[config.mk]
export PLATFORM = sky130hd
export DESIGN_NAME = tft43_fill_ctrl
export DESIGN_NICKNAME = d
export VERILOG_FILES = /design/src/rtl/tft43_fill_ctrl.sv
export SDC_FILE = /design/constraint.sdc
export NUM_CORES = 1
export LEC_CHECK = 0
export CORE_AREA = 2 2 180 182
export CTS_BUF_LIST = sky130_fd_sc_hd__clkbuf_2 sky130_fd_sc_hd__clkbuf_4 sky130_fd_sc_hd__clkbuf_8
export CTS_CLUSTER_SIZE = 24
export DETAILED_ROUTE_END_ITERATION = 10
export DIE_AREA = 0 0 182 184
export PLACE_DENSITY_LB_ADDON = 0.3
export SETUP_SLACK_MARGIN = 0.3
export SYNTH_ARGS = -nofsm -noshare
export SYNTH_HDL_FRONTEND = slang
export SYNTH_SLANG_ARGS = --single-unit
[constraint.sdc]
create_clock -name clk -period 2.7 [get_ports clk]
set_clock_uncertainty 0.15 [all_clocks]
set_input_delay 0.405 -clock clk [delete_from_list [all_inputs] [get_ports clk]]
set_output_delay 0.405 -clock clk [all_outputs]
set_load 0.1 [all_outputs]
[src/rtl/tft43_fill_ctrl.sv]
// tft43_fill_ctrl: command master for the TFT43 command sequencer.
// After reset it sends the LCD power-up pair (trigger 1, trigger 2), then
// serves rectangle fills as CASET, RASET, GRAM write and one write-data
// command per pixel. Every command is held until tft_done and is followed
// by exactly one cycle with tft_en low so the sequencer can rearm.
// Optional build macro TFT43_FILL_CLEAR_ON_INIT_EN: a full-screen fill with
// DEFAULT_COLOR runs after register init and before init_done rises.
module tft43_fill_ctrl #(
    parameter int          H_RES         = 800,
    parameter int          V_RES         = 480,
    parameter logic [15:0] DEFAULT_COLOR = 16'h0000
) (
    input  logic        clk,
    input  logic        rst_n,
    input  logic        req_valid,
    output logic        req_ready,
    input  logic [15:0] req_x0,
    input  logic [15:0] req_y0,
    input  logic [15:0] req_x1,
    input  logic [15:0] req_y1,
    input  logic [15:0] req_color,
    output logic        init_done,
    output logic        busy,
    output logic        done,
    output logic        err,
    output logic        tft_en,
    output logic [3:0]  tft_trigger,
    output logic [15:0] tft_data1,
    output logic [15:0] tft_data2,
    input  logic        tft_done
);

    typedef enum logic [3:0] {
        S_LCD_RST, S_INIT, S_IDLE, S_CASET, S_RASET,
        S_GRAM, S_PIX, S_GAP, S_FIN
    } state_t;

    localparam logic [15:0] X_MAX = 16'(H_RES - 1);
    localparam logic [15:0] Y_MAX = 16'(V_RES - 1);

    state_t      state;
    state_t      gap_next;
    logic [15:0] x0, y0, x1, y1, color;
    logic [9:0]  xcnt, ycnt, x_last, y_last;
    logic        clear_mode;
    logic        req_bad;
    logic        cmd_ack;

    // A request is illegal when the rectangle is inverted or leaves the panel.
    assign req_bad = (req_x0 > req_x1) || (req_y0 > req_y1) ||
                     (req_x1 > X_MAX) || (req_y1 > Y_MAX);

    // The sequencer's done only counts while a command is being driven.
    assign cmd_ack = tft_en && tft_done;

    // Single registered FSM: command issue, handshake, gap cycle and pixel counting.
    always_ff @(posedge clk or negedge rst_n) begin
        if (!rst_n) begin
            state       <= S_LCD_RST;
            gap_next    <= S_LCD_RST;
            req_ready   <= 1'b0;
            init_done   <= 1'b0;
            busy        <= 1'b1;
            done        <= 1'b0;
            err         <= 1'b0;
            tft_en      <= 1'b0;
            tft_trigger <= 4'd0;
            tft_data1   <= 16'd0;
            tft_data2   <= 16'd0;
            x0          <= 16'd0;
            y0          <= 16'd0;
            x1          <= 16'd0;
            y1          <= 16'd0;
            color       <= DEFAULT_COLOR;
            xcnt        <= 10'd0;
            ycnt        <= 10'd0;
            x_last      <= 10'd0;
            y_last      <= 10'd0;
            clear_mode  <= 1'b0;
        end else begin
            done <= 1'b0;
            err  <= 1'b0;
            case (state)
                S_LCD_RST: begin
                    if (!tft_en) begin
                        tft_en      <= 1'b1;
                        tft_trigger <= 4'd1;
                        tft_data1   <= 16'd0;
                        tft_data2   <= 16'd0;
                    end else if (tft_done) begin
                        tft_en      <= 1'b0;
                        tft_trigger <= 4'd0;
                        gap_next    <= S_INIT;
                        state       <= S_GAP;
                    end
                end
                S_INIT: begin
                    if (cmd_ack) begin
                        tft_en      <= 1'b0;
                        tft_trigger <= 4'd0;
                        state       <= S_GAP;
`ifdef TFT43_FILL_CLEAR_ON_INIT_EN
                        x0          <= 16'd0;
                        y0          <= 16'd0;
                        x1          <= X_MAX;
                        y1          <= Y_MAX;
                        color       <= DEFAULT_COLOR;
                        x_last      <= 10'(H_RES - 1);
                        y_last      <= 10'(V_RES - 1);
                        xcnt        <= 10'd0;
                        ycnt        <= 10'd0;
                        clear_mode  <= 1'b1;
                        gap_next    <= S_CASET;
`else
                        gap_next    <= S_IDLE;
`endif
                    end
                end
                S_IDLE: begin
                    if (req_valid && req_ready) begin
                        if (req_bad) begin
                            err <= 1'b1;
                        end else begin
                            x0          <= req_x0;
                            y0          <= req_y0;
                            x1          <= req_x1;
                            y1          <= req_y1;
                            color       <= req_color;
                            x_last      <= 10'(req_x1 - req_x0);
                            y_last      <= 10'(req_y1 - req_y0);
                            xcnt        <= 10'd0;
                            ycnt        <= 10'd0;
                            req_ready   <= 1'b0;
                            busy        <= 1'b1;
                            tft_en      <= 1'b1;
                            tft_trigger <= 4'd3;
                            tft_data1   <= req_x0;
                            tft_data2   <= req_x1;
                            state       <= S_CASET;
                        end
                    end
                end
                S_CASET, S_RASET, S_GRAM: begin
                    if (cmd_ack) begin
                        tft_en      <= 1'b0;
                        tft_trigger <= 4'd0;
                        state       <= S_GAP;
                        if (state == S_CASET)
                            gap_next <= S_RASET;
                        else if (state == S_RASET)
                            gap_next <= S_GRAM;
                        else
                            gap_next <= S_PIX;
                    end
                end
                S_PIX: begin
                    if (cmd_ack) begin
                        tft_en      <= 1'b0;
                        tft_trigger <= 4'd0;
                        state       <= S_GAP;
                        gap_next    <= S_PIX;
                        if (xcnt == x_last) begin
                            xcnt <= 10'd0;
                            if (ycnt == y_last) begin
                                ycnt     <= 10'd0;
                                gap_next <= clear_mode ? S_IDLE : S_FIN;
                            end else begin
                                ycnt <= ycnt + 10'd1;
                            end
                        end else begin
                            xcnt <= xcnt + 10'd1;
                        end
                    end
                end
                S_GAP: begin
                    state <= gap_next;
                    case (gap_next)
                        S_INIT: begin
                            tft_en      <= 1'b1;
                            tft_trigger <= 4'd2;
                            tft_data1   <= 16'd0;
                            tft_data2   <= 16'd0;
                        end
                        S_CASET: begin
                            tft_en      <= 1'b1;
                            tft_trigger <= 4'd3;
                            tft_data1   <= x0;
                            tft_data2   <= x1;
                        end
                        S_RASET: begin
                            tft_en      <= 1'b1;
                            tft_trigger <= 4'd4;
                            tft_data1   <= y0;
                            tft_data2   <= y1;
                        end
                        S_GRAM: begin
                            tft_en      <= 1'b1;
                            tft_trigger <= 4'd5;
                            tft_data1   <= 16'd1;
                            tft_data2   <= 16'd0;
                        end
                        S_PIX: begin
                            tft_en      <= 1'b1;
                            tft_trigger <= 4'd7;
                            tft_data1   <= color;
                            tft_data2   <= 16'd0;
                        end
                        S_FIN: begin
                            done <= 1'b1;
                        end
                        S_IDLE: begin
                            init_done  <= 1'b1;
                            busy       <= 1'b0;
                            req_ready  <= 1'b1;
                            clear_mode <= 1'b0;
                        end
                        default: state <= S_LCD_RST;
                    endcase
                end
                S_FIN: begin
                    req_ready <= 1'b1;
                    busy      <= 1'b0;
                    state     <= S_IDLE;
                end
                default: state <= S_LCD_RST;
            endcase
        end
    end

endmodule

==> results of run 1 <==
## worst paths after layout
check	start	end	slack, ps	cells after the start
setup / recovery	req_y0[1]	tft_data2[12]	180	13
hold / removal	req_x0[1]	x0[1]	60	3
setup reg to reg	state[0]	color[12]	260	8
hold reg to reg	init_done	init_done	340	1
max in group asynchronous	rst_n	x0[7]	1350	4
min in group asynchronous	rst_n	color[11]	270	2
## cell type report
cell class,count,share of cell area [%]
clock inverters,13,0.992
flip-flops and latches,169,31.4
repair buffers,318,19.7
well taps,402,3.73
inverters,70,2.04
clock buffers,19,1.89
multi-input cells,697,40.2
## flip-flops by register name, indices dropped and copies added, names as in the netlist
name         flops
color           16
y_last          10
x0              16
state            4
tft_data2       16
init_done        1
err              1
xcnt            10
x1              16
ycnt            10
tft_trigger      3
tft_data1       16
gap_next         4
tft_en           1
y0              16
done             1
y1              16
req_ready        1
x_last          10
busy             1
## critical path, cell delays in order
cell                       delay [ps]
sky130_fd_sc_hd__buf_6            100
sky130_fd_sc_hd__inv_6             50
sky130_fd_sc_hd__ha_4             200
sky130_fd_sc_hd__nor2b_1          120
sky130_fd_sc_hd__o211ai_1         190
sky130_fd_sc_hd__a21oi_1          100
sky130_fd_sc_hd__or3_4            430
sky130_fd_sc_hd__a21oi_4          210
sky130_fd_sc_hd__buf_6            130
sky130_fd_sc_hd__nand4_4          110
sky130_fd_sc_hd__a21oi_4          220
sky130_fd_sc_hd__buf_12           160
sky130_fd_sc_hd__mux2_4           290
## power breakdown
part / switching [mW] / internal (mW) / leakage [nW]
Combinational: 3.97 / 2.01 / 3.81
Sequential: 0.390 / 2.93 / 2.26
Clock: 1.05 / 0.791 / 0.195
## per-stage QoR
step	hold WS [ps]	total power, mW	instances	cell area (um^2)	utilization (%)
after detailed placement	230	9.03	1617	12300	39.1
after global routing	48.5	11.7	1688	13500	43.0
after floorplan	-40.6	7.17	987	9590	-
final	56.9	11.1	1688	13500	43.0
after CTS	77.4	11.0	1674	13200	42.1
after global placement	228	8.97	1617	12300	39.1
## metal layers
layer,routed length (um),GRT usage (%),vias up
met5,0,0,-
met4,779,6.23,0
met3,1420,3.15,30
met2,15300,31.3,220
met1,13700,23.1,4186
li1,-,-,4070
## cell usage after synthesis, types with 8 or more instances
library cell                count  area [um^2]
sky130_fd_sc_hd__a222oi_1      15          150
sky130_fd_sc_hd__o21ai_0      117          586
sky130_fd_sc_hd__buf_2         10         50.1
sky130_fd_sc_hd__and2_1        17          106
sky130_fd_sc_hd__a22oi_1       17          128
sky130_fd_sc_hd__ha_1          52          651
sky130_fd_sc_hd__a21oi_1       37          185
sky130_fd_sc_hd__clkbuf_1      35          131
sky130_fd_sc_hd__nor4_1         8         50.1
sky130_fd_sc_hd__nand3_1       14         70.1
sky130_fd_sc_hd__mux2_2        29          327
sky130_fd_sc_hd__o31ai_1       11         82.6
sky130_fd_sc_hd__dfrtp_1      168         4200
sky130_fd_sc_hd__and3_1         9         56.3
sky130_fd_sc_hd__nand4_1       13         81.3
sky130_fd_sc_hd__nor2_1        77          289
sky130_fd_sc_hd__xnor2_1       16          140
sky130_fd_sc_hd__a2bb2oi_1     28          245
sky130_fd_sc_hd__inv_1         69          259
sky130_fd_sc_hd__nand2_1      104          390
sky130_fd_sc_hd__xor2_1        16          140
sky130_fd_sc_hd__nor3_1        11         55.1
## cell usage in the layout (no fill, tap or decap), types with 8 or more instances in the layout
| cell type | n |
|---|---|
| sky130_fd_sc_hd__buf_2 | 37 |
| sky130_fd_sc_hd__inv_2 | 28 |
| sky130_fd_sc_hd__inv_1 | 39 |
| sky130_fd_sc_hd__dfrtp_1 | 166 |
| sky130_fd_sc_hd__o21ai_0 | 91 |
| sky130_fd_sc_hd__buf_4 | 208 |
| sky130_fd_sc_hd__and2_1 | 17 |
| sky130_fd_sc_hd__clkdlybuf4s50_1 | 18 |
| sky130_fd_sc_hd__buf_12 | 10 |
| sky130_fd_sc_hd__and3_1 | 9 |
| sky130_fd_sc_hd__a21oi_1 | 26 |
| sky130_fd_sc_hd__ha_1 | 14 |
| sky130_fd_sc_hd__o21ai_1 | 23 |
| sky130_fd_sc_hd__nand3_1 | 14 |
| sky130_fd_sc_hd__clkdlybuf4s15_2 | 8 |
| sky130_fd_sc_hd__a22oi_1 | 16 |
| sky130_fd_sc_hd__nor2_1 | 75 |
| sky130_fd_sc_hd__buf_6 | 11 |
| sky130_fd_sc_hd__o31ai_1 | 9 |
| sky130_fd_sc_hd__a2bb2oi_1 | 23 |
| sky130_fd_sc_hd__xor2_1 | 16 |
| sky130_fd_sc_hd__a21oi_2 | 9 |
| sky130_fd_sc_hd__mux2_4 | 11 |
| sky130_fd_sc_hd__a222oi_1 | 15 |
| sky130_fd_sc_hd__nand4_1 | 13 |
| sky130_fd_sc_hd__clkbuf_8 | 18 |
| sky130_fd_sc_hd__mux2_2 | 27 |
| sky130_fd_sc_hd__ha_4 | 33 |
| sky130_fd_sc_hd__xnor2_1 | 16 |
| sky130_fd_sc_hd__nand2_1 | 100 |
## cell families (layout without fill, tap and decap cells)
logic type | Yosys count | in the layout | synth area share (%)
fa+ha+maj | 54 | 54 | 7.37
flops | 169 | 169 | 45.1
other cells | 1 | 1 | 0.0400
xor+xnor | 32 | 32 | 2.99
buf+inv | 122 | 420 | 5.46
simple gates | 294 | 295 | 15.0
mux | 41 | 41 | 5.02
compound gates | 274 | 274 | 19.0
## what timing repair did
action,4_1_cts,5_1_grt
setup buffers,24,5
hold buffers,1,0
endpoints found under the hold margin,42,0
pin swaps,56,35
endpoints found under the setup margin,160,147
gates cloned,0,9
resized for setup,288,85
==> results.md, run 1 <==
| Item | This run | Unit |
|:---|:---|:---|
| WS Path Type | primary input to flop | - |
| Unrepaired setup endpoints after global routing | yes | - |
| Fraction of layout cells with a size suffix above 1 | 38.6 | % |
| Number of distinct library cell variants in the gate-level netlist after synthesis | 67 | - |
| Area of combinational cells with multiple inputs | 5430 | um^2 |
| CP max FO | 7 | - |
| Number of failing setup endpoints in the final timing report | 0 | - |
| Final worst-path setup slack | 178 | ps |
| Share of flip-flops with an asynchronous set or reset after synthesis | 100 | % |
| Slew Viols, Final | 0 | - |
| Largest net degree at the start of global routing | 52 | - |
| Setup TNS | 0 | ps |
| Count of nets left with antenna violations after detail routing | 0 | - |
| Total I/O pin count | 126 | - |
| Starting Density | 29.9 | % |
| Count of state elements after synthesis | 169 | - |
| DRC marker count from the first detailed-route iteration | 563 | - |
| Post-placement setup slack | -768 | ps |
| Startpoint type of the worst setup path | primary input | - |
| Via count of the first global-routing pass | 8660 | - |
| Die area | 33500 | um^2 |
| Std-Cell Rows | 65 | - |
| Critical path arrival | 2730 | ps |
| Number of port buffers | 124 | - |
| Detailed-route vias per instance | 5.04 | - |
| Synth Cell Area | 9380 | um^2 |
| Endpoints failing hold | 0 | - |
| Total number of vias | 8506 | - |
| Areal power density over the cells | 826 | nW/um^2 |
| Hold Crit Class | primary input to flop | - |
| Post-synthesis to final-layout area growth | 43.9 | % |
| Floorplan die width | 182 | um |
| N_diodes | 0 | - |
| TritonCTS clock tree | built | - |
| Register Area | 4230 | um^2 |
| Number of filler cells placed in the layout | 3048 | - |
| Max H-tree Level | 4 | - |
| Clock transition at the registers of the reported paths | 100 | ps |
| Avg Synthesized Cell Area | 9.50 | um^2 |
| Part of the Yosys area used for sequential elements | 45.1 | % |
| Number of antenna violations at the first check in global routing | 0 | - |
| Number of enable-type register cells in the synthesized netlist | 0 | - |
| Final HPWL DP | 21800 | um |
| Total wire length | 31200 | um |
| Clock network latency to the later pin of the worst-skew pair | 470 | ps |
| Net count after synthesis | 1125 | - |
| Gr ovfl total | 0 | - |
| Placeable core region | 31400 | um^2 |
| Max cap viols | 0 | - |
| Number of nets in the layout | 1411 | - |
| Mean routed wirelength per cell | 18.5 | um |
| Final period util | 93.4 | % |
| Master cell of the clock root buffer | sky130_fd_sc_hd__clkbuf_8 | - |
| Leak Pwr | 6.27 | nW |
| Router iterations before antenna repair | 6 | - |
| Placer's final routability congestion estimate | 0.882 | - |
| Max Freq | 396 | MHz |
| CTS buffer count | 17 | - |
| Maximum number of buffers from clock root to sink | 2 | - |
| Outcome | finished clean | - |
| Clk sinks | 169 | - |
| First-pass GRT wire length | 47600 | um |
| Nature of the critical path endpoint | flop | - |
| Global router's overall resource usage | 18.2 | % |
| Data required time at the worst endpoint | 2910 | ps |
| Die outline height | 184 | um |
| Synthesis warning total | 0 | - |
| Mapped Cells | 987 | - |
| Peak ir drop on the vdd network | 0.933 | mV |
| Crit path time final | 2520 | ps |
| Remaining routing DRC violations | 0 | - |
| Main flop type after synthesis | sky130_fd_sc_hd__dfrtp_1 | - |
No activity file was read; power rests on OpenSTA's default activity.
==> run 2, diff against run 1 <==
--- a/config.mk
+++ b/config.mk
@@ -5,11 +5,12 @@
 export SDC_FILE = /design/constraint.sdc
 export NUM_CORES = 1
 export LEC_CHECK = 0
-export CORE_AREA = 2 2 180 182
+export ABC_AREA = 1
+export CORE_AREA = 2 2 187 189
 export CTS_BUF_LIST = sky130_fd_sc_hd__clkbuf_2 sky130_fd_sc_hd__clkbuf_4 sky130_fd_sc_hd__clkbuf_8
 export CTS_CLUSTER_SIZE = 24
 export DETAILED_ROUTE_END_ITERATION = 10
-export DIE_AREA = 0 0 182 184
+export DIE_AREA = 0 0 189 191
 export PLACE_DENSITY_LB_ADDON = 0.3
 export SETUP_SLACK_MARGIN = 0.3
 export SYNTH_ARGS = -nofsm -noshare
==> run 2 against run 1 <==
Die area increased by 7.8%. First-iteration DRC count increased by 4.3%. Area after synthesis increased by 7.4%. Register-to-register slack improved by 160 ps. Largest power group unchanged. Highest routed layer unchanged.
==> results.md, run 2 <==
| Item | This run | Unit |
|:---|:---|:---|
| Cell type contributing the most total cell area after synthesis | sky130_fd_sc_hd__dfrtp_1 | - |
| TritonCTS clock tree | built | - |
| Unrepaired setup endpoints after global routing | no | - |
| Final period util | 87.9 | % |
| Nature of the critical path endpoint | flop | - |
| Outcome | finished clean | - |
| RR Startpoint | state[3] | - |
| Part of the Yosys area used for sequential elements | 42.0 | % |
| Gr ovfl total | 0 | - |
| Placer's final routability congestion estimate | 0.869 | - |
| Number of port buffers | 124 | - |
| Clock transition at the registers of the reported paths | 110 | ps |
| Peak ir drop on the vdd network | 0.879 | mV |
| Placeable core region | 34100 | um^2 |
| Commonest cells in the synthesized netlist | 370 x sky130_fd_sc_hd__nand2_1, 168 x sky130_fd_sc_hd__dfrtp_1, 135 x sky130_fd_sc_hd__inv_1 | - |
| Number of antenna violations at the first check in global routing | 0 | - |
| Total I/O pin count | 126 | - |
| Clock network latency to the later pin of the worst-skew pair | 480 | ps |
| Die outline height | 191 | um |
| Post-synthesis to final-layout area growth | 36.9 | % |
| Normalized max-slew margin | 63.3 | % |
| WS Path Type | primary input to flop | - |
| Largest cells by area after synthesis | sky130_fd_sc_hd__dfrtp_1 42%, sky130_fd_sc_hd__nand2_1 14%, sky130_fd_sc_hd__ha_1 6.5% | - |
| Buffering stage count on the worst path with inverters included | 5 | - |
| Hold Crit Class | primary input to flop | - |
| Share of flip-flops with an asynchronous set or reset after synthesis | 100 | % |
| Main flop type after synthesis | sky130_fd_sc_hd__dfrtp_1 | - |
| DRC marker count from the first detailed-route iteration | 587 | - |
| Router iterations before antenna repair | 6 | - |
| Largest delay contributor family on the critical path | buffers and inverters | - |
| Timing endpoint of the critical path | color[1] | - |
| Largest net degree at the start of global routing | 58 | - |
| Master cell of the clock root buffer | sky130_fd_sc_hd__clkbuf_8 | - |
| Fraction of layout cells with a size suffix above 1 | 25.0 | % |
| Number of filler cells placed in the layout | 3506 | - |
| Total wire length | 31900 | um |
| Via count of the first global-routing pass | 9203 | - |
| Crit path max-delay cell type | sky130_fd_sc_hd__clkdlybuf4s50_1 | - |
| Count of nets left with antenna violations after detail routing | 0 | - |
| Number of enable-type register cells in the synthesized netlist | 0 | - |
| Max Freq | 422 | MHz |
| Crit path time final | 2370 | ps |
| Delay of the slowest cell on the worst path | 460 | ps |
| Leak Pwr | 6.95 | nW |
| Leading cell type in the layout, fill and taps excluded | sky130_fd_sc_hd__nand2_1 | - |
| Mapped Cells | 1265 | - |
| Count of state elements after synthesis | 169 | - |
| First-pass GRT wire length | 50100 | um |
| Synth Cell Area | 10100 | um^2 |
| Clk sinks | 169 | - |
| Max cap viols | 0 | - |
| Number of gates on the worst path with buffers counted | 15 | - |
| End-of-flow core utilization | 40.4 | % |
| Floorplan die width | 189 | um |
| Slew Viols, Final | 0 | - |
| Dominant cell by count in the synthesized netlist | sky130_fd_sc_hd__nand2_1 | - |
| Total number of vias | 9265 | - |
| Internal reg-to-reg setup slack | 420 | ps |
| Max H-tree Level | 4 | - |
| Highest-count cells in the layout ignoring fill and taps | 360 x sky130_fd_sc_hd__nand2_1, 172 x sky130_fd_sc_hd__buf_4, 168 x sky130_fd_sc_hd__dfrtp_1, 127 x sky130_fd_sc_hd__inv_1, 73 x sky130_fd_sc_hd__nor2_1 | - |
| Number of nets in the layout | 1653 | - |
| Remaining routing DRC violations | 0 | - |
| Std-Cell Rows | 68 | - |
| End of the worst register-to-register path | tft_data2[11] | - |
| Critical path origin | req_y0[12] | - |
| Critical path arrival | 2640 | ps |
| Share of the synthesized area in the top cell type | 41.8 | % |
| Worst-margin pin slew | 551 | ps |
| Net count after synthesis | 1403 | - |
| Endpoints failing hold | 0 | - |
| CP dominant cell by count | sky130_fd_sc_hd__nand2_1 | - |
| Areal power density over the cells | 870 | nW/um^2 |
| Maximum number of buffers from clock root to sink | 2 | - |
| Area of combinational cells with multiple inputs | 5350 | um^2 |
| Die area | 36100 | um^2 |
| Startpoint type of the worst setup path | primary input | - |
| Synthesis warning total | 0 | - |
| Path depth of the worst reg2reg path | 10 | - |
| Crit-path cells | clkdlybuf4s50_1 -> ha_1 -> nand2_2 -> nor2_1 -> a21oi_2 -> buf_4 -> nand2_1 -> nand2_2 -> and2_4 -> nand3_4 -> buf_12 -> inv_8 -> buf_12 -> nand2_1 -> nand2_1 | - |
| CP max FO | 11 | - |
| Avg Synthesized Cell Area | 7.96 | um^2 |
| Starting Density | 29.5 | % |
| Mean routed wirelength per cell | 16.1 | um |
| Final HPWL DP | 23600 | um |
| Register Area | 4230 | um^2 |
| Global router's overall resource usage | 17.7 | % |
| Data required time at the worst endpoint | 2960 | ps |
| Detailed-route vias per instance | 4.67 | - |
| Number of failing setup endpoints in the final timing report | 0 | - |
| CTS buffer count | 17 | - |
| Number of distinct library cell variants in the gate-level netlist after synthesis | 50 | - |
| Total power | 12.0 | mW |
[run 2: power breakdown]
group / total [mW] / leakage (nW) / internal, mW / switching [mW]
sequential: 3.33 / 2.20 / 2.92 / 0.409
combinational: 6.86 / 4.56 / 2.15 / 4.70
clock: 1.81 / 0.196 / 0.764 / 1.05
total: 12.0 / 6.95 / 5.83 / 6.16
[run 2: worst min-delay path by stage]
stage	startpoint	end	cells after the start
2_1_floorplan	rst_n	color[0]	0
3_3_place_gp	rst_n	ycnt[8]	1
3_5_place_dp	rst_n	ycnt[8]	1
4_1_cts	req_y0[9]	y0[9]	3
5_1_grt	req_y0[10]	y0[10]	3
6_report	req_y0[10]	y0[10]	3
[run 2: final cells by class]
class / instances / share of cell area, %
clock buffer: 18 / 1.75
multi-input combinational: 900 / 38.9
inverter: 147 / 4.08
tap: 455 / 4.13
timing repair buffer: 280 / 19.5
clock inverter: 14 / 0.990
antenna: 1 / 0.0182
sequential: 169 / 30.7
[run 2: layer usage]
metal / vias up / global-route usage, % / routed length (um)
li1: 4587 / - / -
met1: 4396 / 24.5 / 15000
met2: 248 / 28.9 / 14700
met3: 34 / 2.61 / 1590
met4: 0 / 4.60 / 569
met5: - / 0 / 0
[run 2: metrics by stage]
stage	instance area [um^2]	hold WS, ps	instances	TNS, ps	setup WS (ps)
detailed placement	12600	244	1931	-61520	-520
global route	13800	121	1983	0	289
CTS	13300	188	1972	0	300
global placement	12600	237	1931	-57050	-472
floorplan	10100	-40.6	1265	0	325
finish	13800	113	1984	0	328
[run 2: cell families (layout without fill, tap and decap cells)]
kind of cell               after synthesis  in the layout  share of synthesized area [%]
and+or+nand+nor                        595            596                           25.8
AOI/OAI and AO/OA                      213            213                           13.7
buffers and inverters                  197            459                           8.40
DFF                                    169            169                           42.0
adders and majority gates               54             54                           6.86
xor gates and xnor gates                36             36                           3.13
other                                    1              2                         0.0372
[run 2: what timing repair did]
item,CTS,global route
pin swaps,15,19
hold endpoints to repair,41,0
buffers inserted,4,6
resized for setup,70,74
cloned,4,5
endpoints found under the setup margin,161,151
hold buffers,1,0
[run 2: tightest hold or removal path: stages]
cell	delay, ps
sky130_fd_sc_hd__dlymetal6s2s_1	160
sky130_fd_sc_hd__nand2_1	100
sky130_fd_sc_hd__nand2_1	50
